==> config.mk <==
export PLATFORM = sky130hd
export DESIGN_NAME = fbwriter3_flat
export DESIGN_NICKNAME = d
export VERILOG_FILES = /design/src/rtl/fbwriter3_if.sv /design/src/rtl/fbwriter3.sv /design/src/flat_wrapper.sv
export SDC_FILE = /design/constraint.sdc
export NUM_CORES = 1
export LEC_CHECK = 0
export CAP_MARGIN = 0
export CORE_MARGIN = 5
export CORE_UTILIZATION = 43
export DETAILED_ROUTE_END_ITERATION = 6
export GPL_TIMING_DRIVEN = 0
export HOLD_SLACK_MARGIN = 0.1
export PLACE_DENSITY = 0.87
export SYNTH_ARGS = -nofsm -noshare
export SYNTH_HDL_FRONTEND = slang
export SYNTH_SLANG_ARGS = --single-unit
==> constraint.sdc <==
create_clock -name PLB_clk -period 3.3 [get_ports PLB_clk]
set_input_delay 0.495 -clock PLB_clk [delete_from_list [all_inputs] [get_ports PLB_clk]]
set_output_delay 0.495 -clock PLB_clk [all_outputs]
set_load 0.005 [all_outputs]
==> src/rtl/fbwriter3_if.sv <==
// PLB master IPIF signal bundle between fbwriter3 (master) and the bus
// attachment (slave). Bit 0 is the MSB on every vector, as on the PLB.
interface fbwriter3_if;
    logic        IP2Bus_MstRd_Req;
    logic        IP2Bus_MstWr_Req;
    logic [0:31] IP2Bus_Mst_Addr;
    logic [0:3]  IP2Bus_Mst_BE;
    logic        IP2Bus_Mst_Lock;
    logic        IP2Bus_Mst_Reset;
    logic [0:31] IP2Bus_MstWr_d;
    logic [0:31] Bus2IP_MstRd_d;
    logic        Bus2IP_Mst_CmdAck;
    logic        Bus2IP_Mst_Cmplt;
    logic        Bus2IP_Mst_Error;

    modport master (
        output IP2Bus_MstRd_Req, IP2Bus_MstWr_Req, IP2Bus_Mst_Addr, IP2Bus_Mst_BE,
               IP2Bus_Mst_Lock, IP2Bus_Mst_Reset, IP2Bus_MstWr_d,
        input  Bus2IP_MstRd_d, Bus2IP_Mst_CmdAck, Bus2IP_Mst_Cmplt, Bus2IP_Mst_Error
    );

    modport slave (
        input  IP2Bus_MstRd_Req, IP2Bus_MstWr_Req, IP2Bus_Mst_Addr, IP2Bus_Mst_BE,
               IP2Bus_Mst_Lock, IP2Bus_Mst_Reset, IP2Bus_MstWr_d,
        output Bus2IP_MstRd_d, Bus2IP_Mst_CmdAck, Bus2IP_Mst_Cmplt, Bus2IP_Mst_Error
    );
endinterface

==> src/rtl/fbwriter3.sv <==
// Rasteriser-side framebuffer writer: depth-tested pixel writes over PLB IPIF,
// double-buffer swap and DMA clear on flush. Optional scissor: FBW_SCISSOR_EN.
module fbwriter3 #(
    parameter int              LINE_W        = 9,
    parameter int              COL_W         = 10,
    parameter int              BASE_W        = 28 - LINE_W - COL_W,
    parameter logic [BASE_W-1:0] FB_BASE     = 9'b1001_0000_0,
    parameter logic [31:0]     FB_CNTL_ADDR  = 32'h40A0_8000,
    parameter logic [31:0]     DMA_CNTL_ADDR = 32'hC000_0000,
    parameter logic [31:0]     FB_BYTES      = 32'h0040_0000,
    parameter int              MAX_RETRY     = 3
`ifdef FBW_SCISSOR_EN
    ,
    parameter int              MAX_COL       = 639,
    parameter int              MAX_LINE      = 479
`endif
) (
    input  logic        PLB_clk,
    input  logic        reset,
    input  logic        Bus2IP_Reset,
    input  logic [0:95] fifo_data,
    input  logic        fifo_empty,
    output logic        fifo_rd_en,
    input  logic [2:0]  depth_func,
    input  logic        depth_wr_en,
    fbwriter3_if.master bus,
    output logic        busy,
    output logic        buffer,
    output logic [15:0] frag_cnt,
    output logic [7:0]  err_cnt,
    output logic [3:0]  dbg_state
);

    localparam int RW = (MAX_RETRY < 1) ? 1 : $clog2(MAX_RETRY + 1);

    if (BASE_W + LINE_W + COL_W + 4 != 32) begin : g_width_check
        $error("fbwriter3: address fields must total 32 bits");
    end

    typedef enum logic [3:0] {
        S_IDLE, S_LATCH, S_READ_Z, S_WRITE_C, S_WRITE_Z,
        S_DVI_REG, S_DMA_SA, S_DMA_DA, S_DMA_LEN
    } state_t;

    state_t            state, next_state;
    logic              rst;
    logic              req_active;
    logic [RW-1:0]     retry_cnt;
    logic [LINE_W-1:0] f_line;
    logic [COL_W-1:0]  f_col;
    logic [31:0]       f_colour, f_z;
    logic [2:0]        f_func;
    logic              f_wr_en;

    logic              rd_pulse, do_latch, start_req, retry;
    logic              frag_inc, err_inc, buf_toggle;
    logic              in_bus, bus_rd;
    logic [31:0]       bus_addr, bus_wdata, rd_z;
    logic              flush_tok, out_of_range;
    logic [31:0]       pix_c, pix_z;

    assign rst       = reset | Bus2IP_Reset;
    assign flush_tok = &fifo_data;
    assign rd_z      = bus.Bus2IP_MstRd_d;
    assign pix_c     = {FB_BASE, buffer, 1'b0, f_line, f_col, 2'b00};
    assign pix_z     = {FB_BASE, buffer, 1'b1, f_line, f_col, 2'b00};

`ifdef FBW_SCISSOR_EN
    assign out_of_range = (32'(fifo_data[32-COL_W:31]) > MAX_COL) ||
                          (32'(fifo_data[16-LINE_W:15]) > MAX_LINE);
`else
    assign out_of_range = 1'b0;
`endif

    function automatic logic depth_pass(input logic [2:0] f,
                                        input logic [31:0] zn, input logic [31:0] zo);
        case (f)
            3'd0:    return 1'b0;
            3'd1:    return zn <  zo;
            3'd2:    return zn == zo;
            3'd3:    return zn <= zo;
            3'd4:    return zn >  zo;
            3'd5:    return zn != zo;
            3'd6:    return zn >= zo;
            default: return 1'b1;
        endcase
    endfunction

    always_comb begin
        next_state = state;
        rd_pulse   = 1'b0;
        do_latch   = 1'b0;
        start_req  = 1'b0;
        retry      = 1'b0;
        frag_inc   = 1'b0;
        err_inc    = 1'b0;
        buf_toggle = 1'b0;
        in_bus     = 1'b0;
        bus_rd     = 1'b0;
        bus_addr   = '0;
        bus_wdata  = '0;
        case (state)
            S_IDLE: begin
                if (!fifo_empty) begin
                    rd_pulse   = 1'b1;
                    next_state = S_LATCH;
                end
            end
            S_LATCH: begin
                do_latch = 1'b1;
                if (flush_tok) begin
                    next_state = S_DVI_REG;
                    start_req  = 1'b1;
                end else if (out_of_range) begin
                    next_state = S_IDLE;
                end else if (depth_func == 3'd7) begin
                    next_state = S_WRITE_C;
                    start_req  = 1'b1;
                end else if (depth_func == 3'd0) begin
                    next_state = S_IDLE;
                end else begin
                    next_state = S_READ_Z;
                    start_req  = 1'b1;
                end
            end
            default: begin
                in_bus = 1'b1;
                case (state)
                    S_READ_Z:  begin bus_addr = pix_z; bus_rd = 1'b1; end
                    S_WRITE_C: begin bus_addr = pix_c; bus_wdata = f_colour; end
                    S_WRITE_Z: begin bus_addr = pix_z; bus_wdata = f_z; end
                    S_DVI_REG: begin
                        bus_addr  = FB_CNTL_ADDR;
                        bus_wdata = {FB_BASE, buffer, {(31-BASE_W){1'b0}}};
                    end
                    S_DMA_SA: begin
                        bus_addr  = DMA_CNTL_ADDR + 32'd8;
                        bus_wdata = {FB_BASE + BASE_W'(1), 1'b1, {(31-BASE_W){1'b0}}};
                    end
                    S_DMA_DA: begin
                        bus_addr  = DMA_CNTL_ADDR + 32'd12;
                        bus_wdata = {FB_BASE, ~buffer, {(31-BASE_W){1'b0}}};
                    end
                    default: begin
                        bus_addr  = DMA_CNTL_ADDR + 32'd16;
                        bus_wdata = FB_BYTES;
                    end
                endcase
                if (bus.Bus2IP_Mst_Cmplt) begin
                    if (bus.Bus2IP_Mst_Error) begin
                        if (retry_cnt < RW'(MAX_RETRY)) begin
                            retry = 1'b1;
                        end else begin
                            err_inc    = 1'b1;
                            next_state = S_IDLE;
                        end
                    end else begin
                        case (state)
                            S_READ_Z: begin
                                if (depth_pass(f_func, f_z, rd_z)) begin
                                    next_state = S_WRITE_C;
                                    start_req  = 1'b1;
                                end else begin
                                    next_state = S_IDLE;
                                end
                            end
                            S_WRITE_C: begin
                                if (f_wr_en) begin
                                    next_state = S_WRITE_Z;
                                    start_req  = 1'b1;
                                end else begin
                                    next_state = S_IDLE;
                                    frag_inc   = 1'b1;
                                end
                            end
                            S_WRITE_Z: begin
                                next_state = S_IDLE;
                                frag_inc   = 1'b1;
                            end
                            S_DVI_REG: begin next_state = S_DMA_SA;  start_req = 1'b1; end
                            S_DMA_SA:  begin next_state = S_DMA_DA;  start_req = 1'b1; end
                            S_DMA_DA:  begin next_state = S_DMA_LEN; start_req = 1'b1; end
                            default: begin
                                next_state = S_IDLE;
                                buf_toggle = 1'b1;
                            end
                        endcase
                    end
                end
            end
        endcase
    end

    always_ff @(posedge PLB_clk) begin
        if (rst) begin
            state      <= S_IDLE;
            req_active <= 1'b0;
            retry_cnt  <= '0;
            f_line     <= '0;
            f_col      <= '0;
            f_colour   <= '0;
            f_z        <= '0;
            f_func     <= '0;
            f_wr_en    <= 1'b0;
            buffer     <= 1'b0;
            frag_cnt   <= '0;
            err_cnt    <= '0;
        end else begin
            state <= next_state;
            // A new or reissued request wins over the CmdAck of the one just finished.
            if (start_req || retry)
                req_active <= 1'b1;
            else if (bus.Bus2IP_Mst_CmdAck)
                req_active <= 1'b0;
            if (start_req)
                retry_cnt <= '0;
            else if (retry)
                retry_cnt <= retry_cnt + RW'(1);
            if (do_latch) begin
                f_line   <= fifo_data[16-LINE_W:15];
                f_col    <= fifo_data[32-COL_W:31];
                f_colour <= fifo_data[32:63];
                f_z      <= fifo_data[64:95];
                f_func   <= depth_func;
                f_wr_en  <= depth_wr_en;
            end
            if (frag_inc)
                frag_cnt <= frag_cnt + 16'd1;
            if (err_inc && err_cnt != 8'hFF)
                err_cnt <= err_cnt + 8'd1;
            if (buf_toggle)
                buffer <= ~buffer;
        end
    end

    // Requests are gated by reset so an in-flight command drops in the same cycle.
    assign fifo_rd_en           = rd_pulse & ~rst;
    assign bus.IP2Bus_MstRd_Req = req_active & in_bus &  bus_rd & ~rst;
    assign bus.IP2Bus_MstWr_Req = req_active & in_bus & ~bus_rd & ~rst;
    assign bus.IP2Bus_Mst_Addr  = bus_addr;
    assign bus.IP2Bus_MstWr_d   = bus_wdata;
    assign bus.IP2Bus_Mst_BE    = 4'b1111;
    assign bus.IP2Bus_Mst_Lock  = 1'b0;
    assign bus.IP2Bus_Mst_Reset = 1'b0;
    assign busy                 = (state != S_IDLE);
    assign dbg_state            = state;

endmodule
==> src/flat_wrapper.sv <==
// flat-port wrapper written by rule: the top's interface ports become plain ports
module fbwriter3_flat 
#(
    parameter int              LINE_W        = 9,
    parameter int              COL_W         = 10,
    parameter int              BASE_W        = 28 - LINE_W - COL_W,
    parameter logic [BASE_W-1:0] FB_BASE     = 9'b1001_0000_0,
    parameter logic [31:0]     FB_CNTL_ADDR  = 32'h40A0_8000,
    parameter logic [31:0]     DMA_CNTL_ADDR = 32'hC000_0000,
    parameter logic [31:0]     FB_BYTES      = 32'h0040_0000,
    parameter int              MAX_RETRY     = 3

)
  (PLB_clk, reset, Bus2IP_Reset, fifo_data, fifo_empty, fifo_rd_en, depth_func, depth_wr_en, busy, buffer, frag_cnt, err_cnt, dbg_state, bus_IP2Bus_MstRd_Req, bus_IP2Bus_MstWr_Req, bus_IP2Bus_Mst_Addr, bus_IP2Bus_Mst_BE, bus_IP2Bus_Mst_Lock, bus_IP2Bus_Mst_Reset, bus_IP2Bus_MstWr_d, bus_Bus2IP_MstRd_d, bus_Bus2IP_Mst_CmdAck, bus_Bus2IP_Mst_Cmplt, bus_Bus2IP_Mst_Error);
  fbwriter3_if bus_i ();
  input  logic PLB_clk;
  input  logic reset;
  input  logic Bus2IP_Reset;
  input  logic [0:95] fifo_data;
  input  logic fifo_empty;
  output logic fifo_rd_en;
  input  logic [2:0] depth_func;
  input  logic depth_wr_en;
  output logic busy;
  output logic buffer;
  output logic [15:0] frag_cnt;
  output logic [7:0] err_cnt;
  output logic [3:0] dbg_state;
  output wire logic [$bits(bus_i.IP2Bus_MstRd_Req)-1:0] bus_IP2Bus_MstRd_Req;
  output wire logic [$bits(bus_i.IP2Bus_MstWr_Req)-1:0] bus_IP2Bus_MstWr_Req;
  output wire logic [$bits(bus_i.IP2Bus_Mst_Addr)-1:0] bus_IP2Bus_Mst_Addr;
  output wire logic [$bits(bus_i.IP2Bus_Mst_BE)-1:0] bus_IP2Bus_Mst_BE;
  output wire logic [$bits(bus_i.IP2Bus_Mst_Lock)-1:0] bus_IP2Bus_Mst_Lock;
  output wire logic [$bits(bus_i.IP2Bus_Mst_Reset)-1:0] bus_IP2Bus_Mst_Reset;
  output wire logic [$bits(bus_i.IP2Bus_MstWr_d)-1:0] bus_IP2Bus_MstWr_d;
  input wire logic [$bits(bus_i.Bus2IP_MstRd_d)-1:0] bus_Bus2IP_MstRd_d;
  input wire logic [$bits(bus_i.Bus2IP_Mst_CmdAck)-1:0] bus_Bus2IP_Mst_CmdAck;
  input wire logic [$bits(bus_i.Bus2IP_Mst_Cmplt)-1:0] bus_Bus2IP_Mst_Cmplt;
  input wire logic [$bits(bus_i.Bus2IP_Mst_Error)-1:0] bus_Bus2IP_Mst_Error;
  assign bus_IP2Bus_MstRd_Req = bus_i.IP2Bus_MstRd_Req;
  assign bus_IP2Bus_MstWr_Req = bus_i.IP2Bus_MstWr_Req;
  assign bus_IP2Bus_Mst_Addr = bus_i.IP2Bus_Mst_Addr;
  assign bus_IP2Bus_Mst_BE = bus_i.IP2Bus_Mst_BE;
  assign bus_IP2Bus_Mst_Lock = bus_i.IP2Bus_Mst_Lock;
  assign bus_IP2Bus_Mst_Reset = bus_i.IP2Bus_Mst_Reset;
  assign bus_IP2Bus_MstWr_d = bus_i.IP2Bus_MstWr_d;
  assign bus_i.Bus2IP_MstRd_d = bus_Bus2IP_MstRd_d;
  assign bus_i.Bus2IP_Mst_CmdAck = bus_Bus2IP_Mst_CmdAck;
  assign bus_i.Bus2IP_Mst_Cmplt = bus_Bus2IP_Mst_Cmplt;
  assign bus_i.Bus2IP_Mst_Error = bus_Bus2IP_Mst_Error;
  fbwriter3 #(.LINE_W(LINE_W), .COL_W(COL_W), .BASE_W(BASE_W), .FB_BASE(FB_BASE), .FB_CNTL_ADDR(FB_CNTL_ADDR), .DMA_CNTL_ADDR(DMA_CNTL_ADDR), .FB_BYTES(FB_BYTES), .MAX_RETRY(MAX_RETRY)) u_core (.PLB_clk(PLB_clk), .reset(reset), .Bus2IP_Reset(Bus2IP_Reset), .fifo_data(fifo_data), .fifo_empty(fifo_empty), .fifo_rd_en(fifo_rd_en), .depth_func(depth_func), .depth_wr_en(depth_wr_en), .bus(bus_i), .busy(busy), .buffer(buffer), .frag_cnt(frag_cnt), .err_cnt(err_cnt), .dbg_state(dbg_state));
endmodule
==> results.json, run 1 <==
{
  "multiInputGateArea_mm2": 0.00360,
  "period_needed_ns": 3.26,
  "clock.fmax_ghz": 0.307,
  "initial_core_util": 0.439,
  "numCtsBuffers": 17,
  "worst-path-buf-inv": 2,
  "n_fill_cell": 1228,
  "ys_seq_area_frac": 0.372,
  "cp.required_ns": 3.57,
  "grt_antenna_before_repair": 0,
  "cts_tree": "yes",
  "place_congestion": 0.887,
  "crit_chain": "clkdlybuf4s50_1 > inv_1 > ha_1 > nand4_1 > nor4_1 > o41a_1 > o311ai_0 > a211oi_1 > nor3_1",
  "holdCritPathClass": "register to register",
  "io_pins": 242,
  "syn_area_mm2": 0.00640,
  "cts-root-buf": "clkbuf_16",
  "swShare": 0.263,
  "stdcell_count": 1299,
  "clockPowerShare": 0.447,
  "final_common_cell": "clkdlybuf4s50_1",
  "startpoint_type": "input port",
  "finClkSkew_ns": 0.00479,
  "p_leak_nw": 3.56,
  "dieArea_mm2": 0.0174,
  "drive_above_1_share": 0.0583,
  "tns_ns": 0,
  "powerDensity_mw_per_mm2": 402,
  "cp_slowest_stage_delay_ns": 0.83,
  "regArea_mm2": 0.00238,
  "totalWireLength_mm": 23.4,
  "yosys_warnings": 0,
  "cts_setup_buffers": 0,
  "grt_pass1_wl_mm": 36.6,
  "synth_top_area_cell": "dfxtp_1",
  "die_y_um": 132,
  "wl_per_cell_um": 18.0,
  "total_power_mw": 3.81,
  "synth_edf_count": 0,
  "power.share.combinational": 0.162,
  "dpl.cell_count": 1269,
  "p_sw_mw": 1.00,
  "dr.pass1.iters": 5,
  "htreeDepth": 4,
  "drc_errors": 0,
  "die_width_um": 132,
  "cts-hold-fix-buffers": 0,
  "worst_skew_pair.late_latency_ns": 0.42,
  "rows": 44,
  "grt_max_degree": 17,
  "hpwl_mm": 18.2,
  "crit_fanout": 4,
  "netlist_instances": 847,
  "slew_headroom": 0.382,
  "cap_violations": 0,
  "utilization": 0.651,
  "vias": 7087,
  "endpoint_kind": "register",
  "portBuffers": 227,
  "max-vdd-ir-drop_mv": 0.375,
  "syn2layout_area_growth_pct": 48.3,
  "viasPerCell": 5.46,
  "critPathArrivalTime_ns": 3.53,
  "finalHoldViolCount": 0,
  "crit_slowest_cell": "nor4_1",
  "post-route-period-util": 0.988,
  "grt_pass1_vias": 7014,
  "nNetsFinal": 1277,
  "dr.first_iter.drc_count": 522,
  "ys_ff_latch": 119,
  "tightest_slew_ns": 0.918,
  "finalSetupViolations": 0,
  "rsz0062_at_grt": "false",
  "clock-sinks": 119,
  "num_antenna_cells": 0,
  "coreArea_mm2": 0.0146,
  "pwr-share-seq": 0.391,
  "synth_area_leaders": "dfxtp_1 (37%), nand2_1 (12%), a21oi_1 (9.5%), ha_1 (6.8%), nand4_1 (4.0%)",
  "postRouteAntennaNets": 0,
  "status": "completed",
  "yosys.cell_types.count": 56,
  "path_class": "input port to register",
  "gr-total-overflow": 0,
  "final_cell_mix": "clkdlybuf4s50_1 (227), nand2_1 (208), a21oi_1 (120)",
  "syn_avg_cell_area_um2": 7.55,
  "maxSlewViolCount": 0,
  "cts_buffer_depth": 2,
  "path_clk_slew_ns": 0.05,
  "track_usage": 0.261,
  "synth_ff_type": "dfxtp_1",
  "synth_top_area_share": 0.372,
  "intPower_mw": 2.81,
  "path_delay_family": "simple AND/OR/NAND/NOR gates",
  "async_reset_ff_frac": 0
}
-- layout make-up --
cell class | instances | area share
Multi-Input combinational cell | 636 | 0.380
Timing Repair Buffer | 227 | 0.239
Inverter | 37 | 0.0146
Sequential cell | 119 | 0.251
Tap cell | 184 | 0.0243
Clock inverter | 10 | 0.00844
Buffer | 65 | 0.0340
Clock buffer | 21 | 0.0485
-- metrics by stage --
| stage | hold slack [ns] | area, µm² | setup WS (ns) |
|---|---|---|---|
| 2_1_floorplan | 0.432 | 6440 | 0.808 |
| 6_report | 0.451 | 9490 | 0.0407 |
| 5_1_grt | 0.472 | 9490 | 0.0199 |
| 3_3_place_gp | 0.438 | 8940 | -0.0939 |
| 3_5_place_dp | 0.444 | 8940 | -0.167 |
| 4_1_cts | 0.451 | 9480 | 0.0611 |
-- synth_stat cells (7+ instances only) --
| library cell | instances |
|---|---|
| a21o_1 | 7 |
| a21oi_1 | 121 |
| a22o_1 | 29 |
| and2_1 | 18 |
| buf_1 | 7 |
| buf_4 | 14 |
| clkbuf_1 | 40 |
| dfxtp_1 | 119 |
| ha_1 | 35 |
| inv_1 | 37 |
| nand2_1 | 208 |
| nand3_1 | 9 |
| nand4_1 | 41 |
| nor2_1 | 39 |
| nor3_1 | 8 |
| nor4_1 | 8 |
| o21ai_0 | 19 |
| or3_1 | 8 |
| xor2_1 | 17 |
-- repair_timing --
item / CTS / global route
pin swaps: 0 / 0
endpoints found under the hold margin: 0 / 0
endpoints found under the setup margin: 29 / 25
resized for setup: 2 / 8
-- metal layers --
layer  global-route usage  part of all wire  vias up
li1                     -                 -     3405
met1                0.319              0.40     3256
met2                0.429              0.47      350
met3               0.0676             0.084       76
met4                0.118             0.042        0
met5                    0                 0        -
-- final timing paths --
check                          from           endpoint  slack (ns)  cells after the start
max          bus_Bus2IP_MstRd_d[30]  u_core.req_active        0.04                      9
min                u_core.f_line[1]   u_core.f_line[1]        0.45                      2
max reg2reg          u_core.f_z[30]  u_core.req_active        0.26                      7
min reg2reg        u_core.f_line[1]   u_core.f_line[1]        0.45                      2
-- worst reg2reg max path: stages (launching register included) --
cell      delay [ns]
dfxtp_1         0.34
ha_1            0.33
nand4_1         0.16
nor4_1          0.83
o41a_1          0.39
o311ai_0        0.31
a211oi_1        0.41
nor3_1          0.12
-- kinds of logic after synthesis --
group	after synthesis	share of synthesized area
muxes	3	0.00489
buffers and inverters	103	0.0716
adders and majority gates	35	0.0684
xor gates and xnor gates	20	0.0274
other	2	0.00117
AOI/OAI and AO/OA	197	0.185
DFF	119	0.372
and+or+nand+nor	368	0.269
-- state kept, by name, summed over array words and instances (netlist names), 2 cells and up --
register / cells
u_core.f_line: 9
u_core.f_col: 10
u_core.frag_cnt: 16
u_core.f_func: 3
u_core.err_cnt: 8
u_core.retry_cnt: 2
u_core.dbg_state: 4
u_core.f_colour: 32
u_core.f_z: 32
-- power by group through the flow --
stage	clock network, mW	registers (mW)	logic (mW)
5_1_grt	1.79	1.49	0.668
6_report	1.71	1.49	0.617
4_1_cts	1.71	1.49	0.607
3_5_place_dp	0	1.52	0.600
2_1_floorplan	0	1.51	0.285
3_3_place_gp	0	1.52	0.591
(Power assumes the default switching activity.)
==> inputs of run 2 (changes only) <==
- SLEW_MARGIN: default -> 20
==> results of run 2 <==
Same layout as run 1: the final DEF is identical, and so are final timing and power.
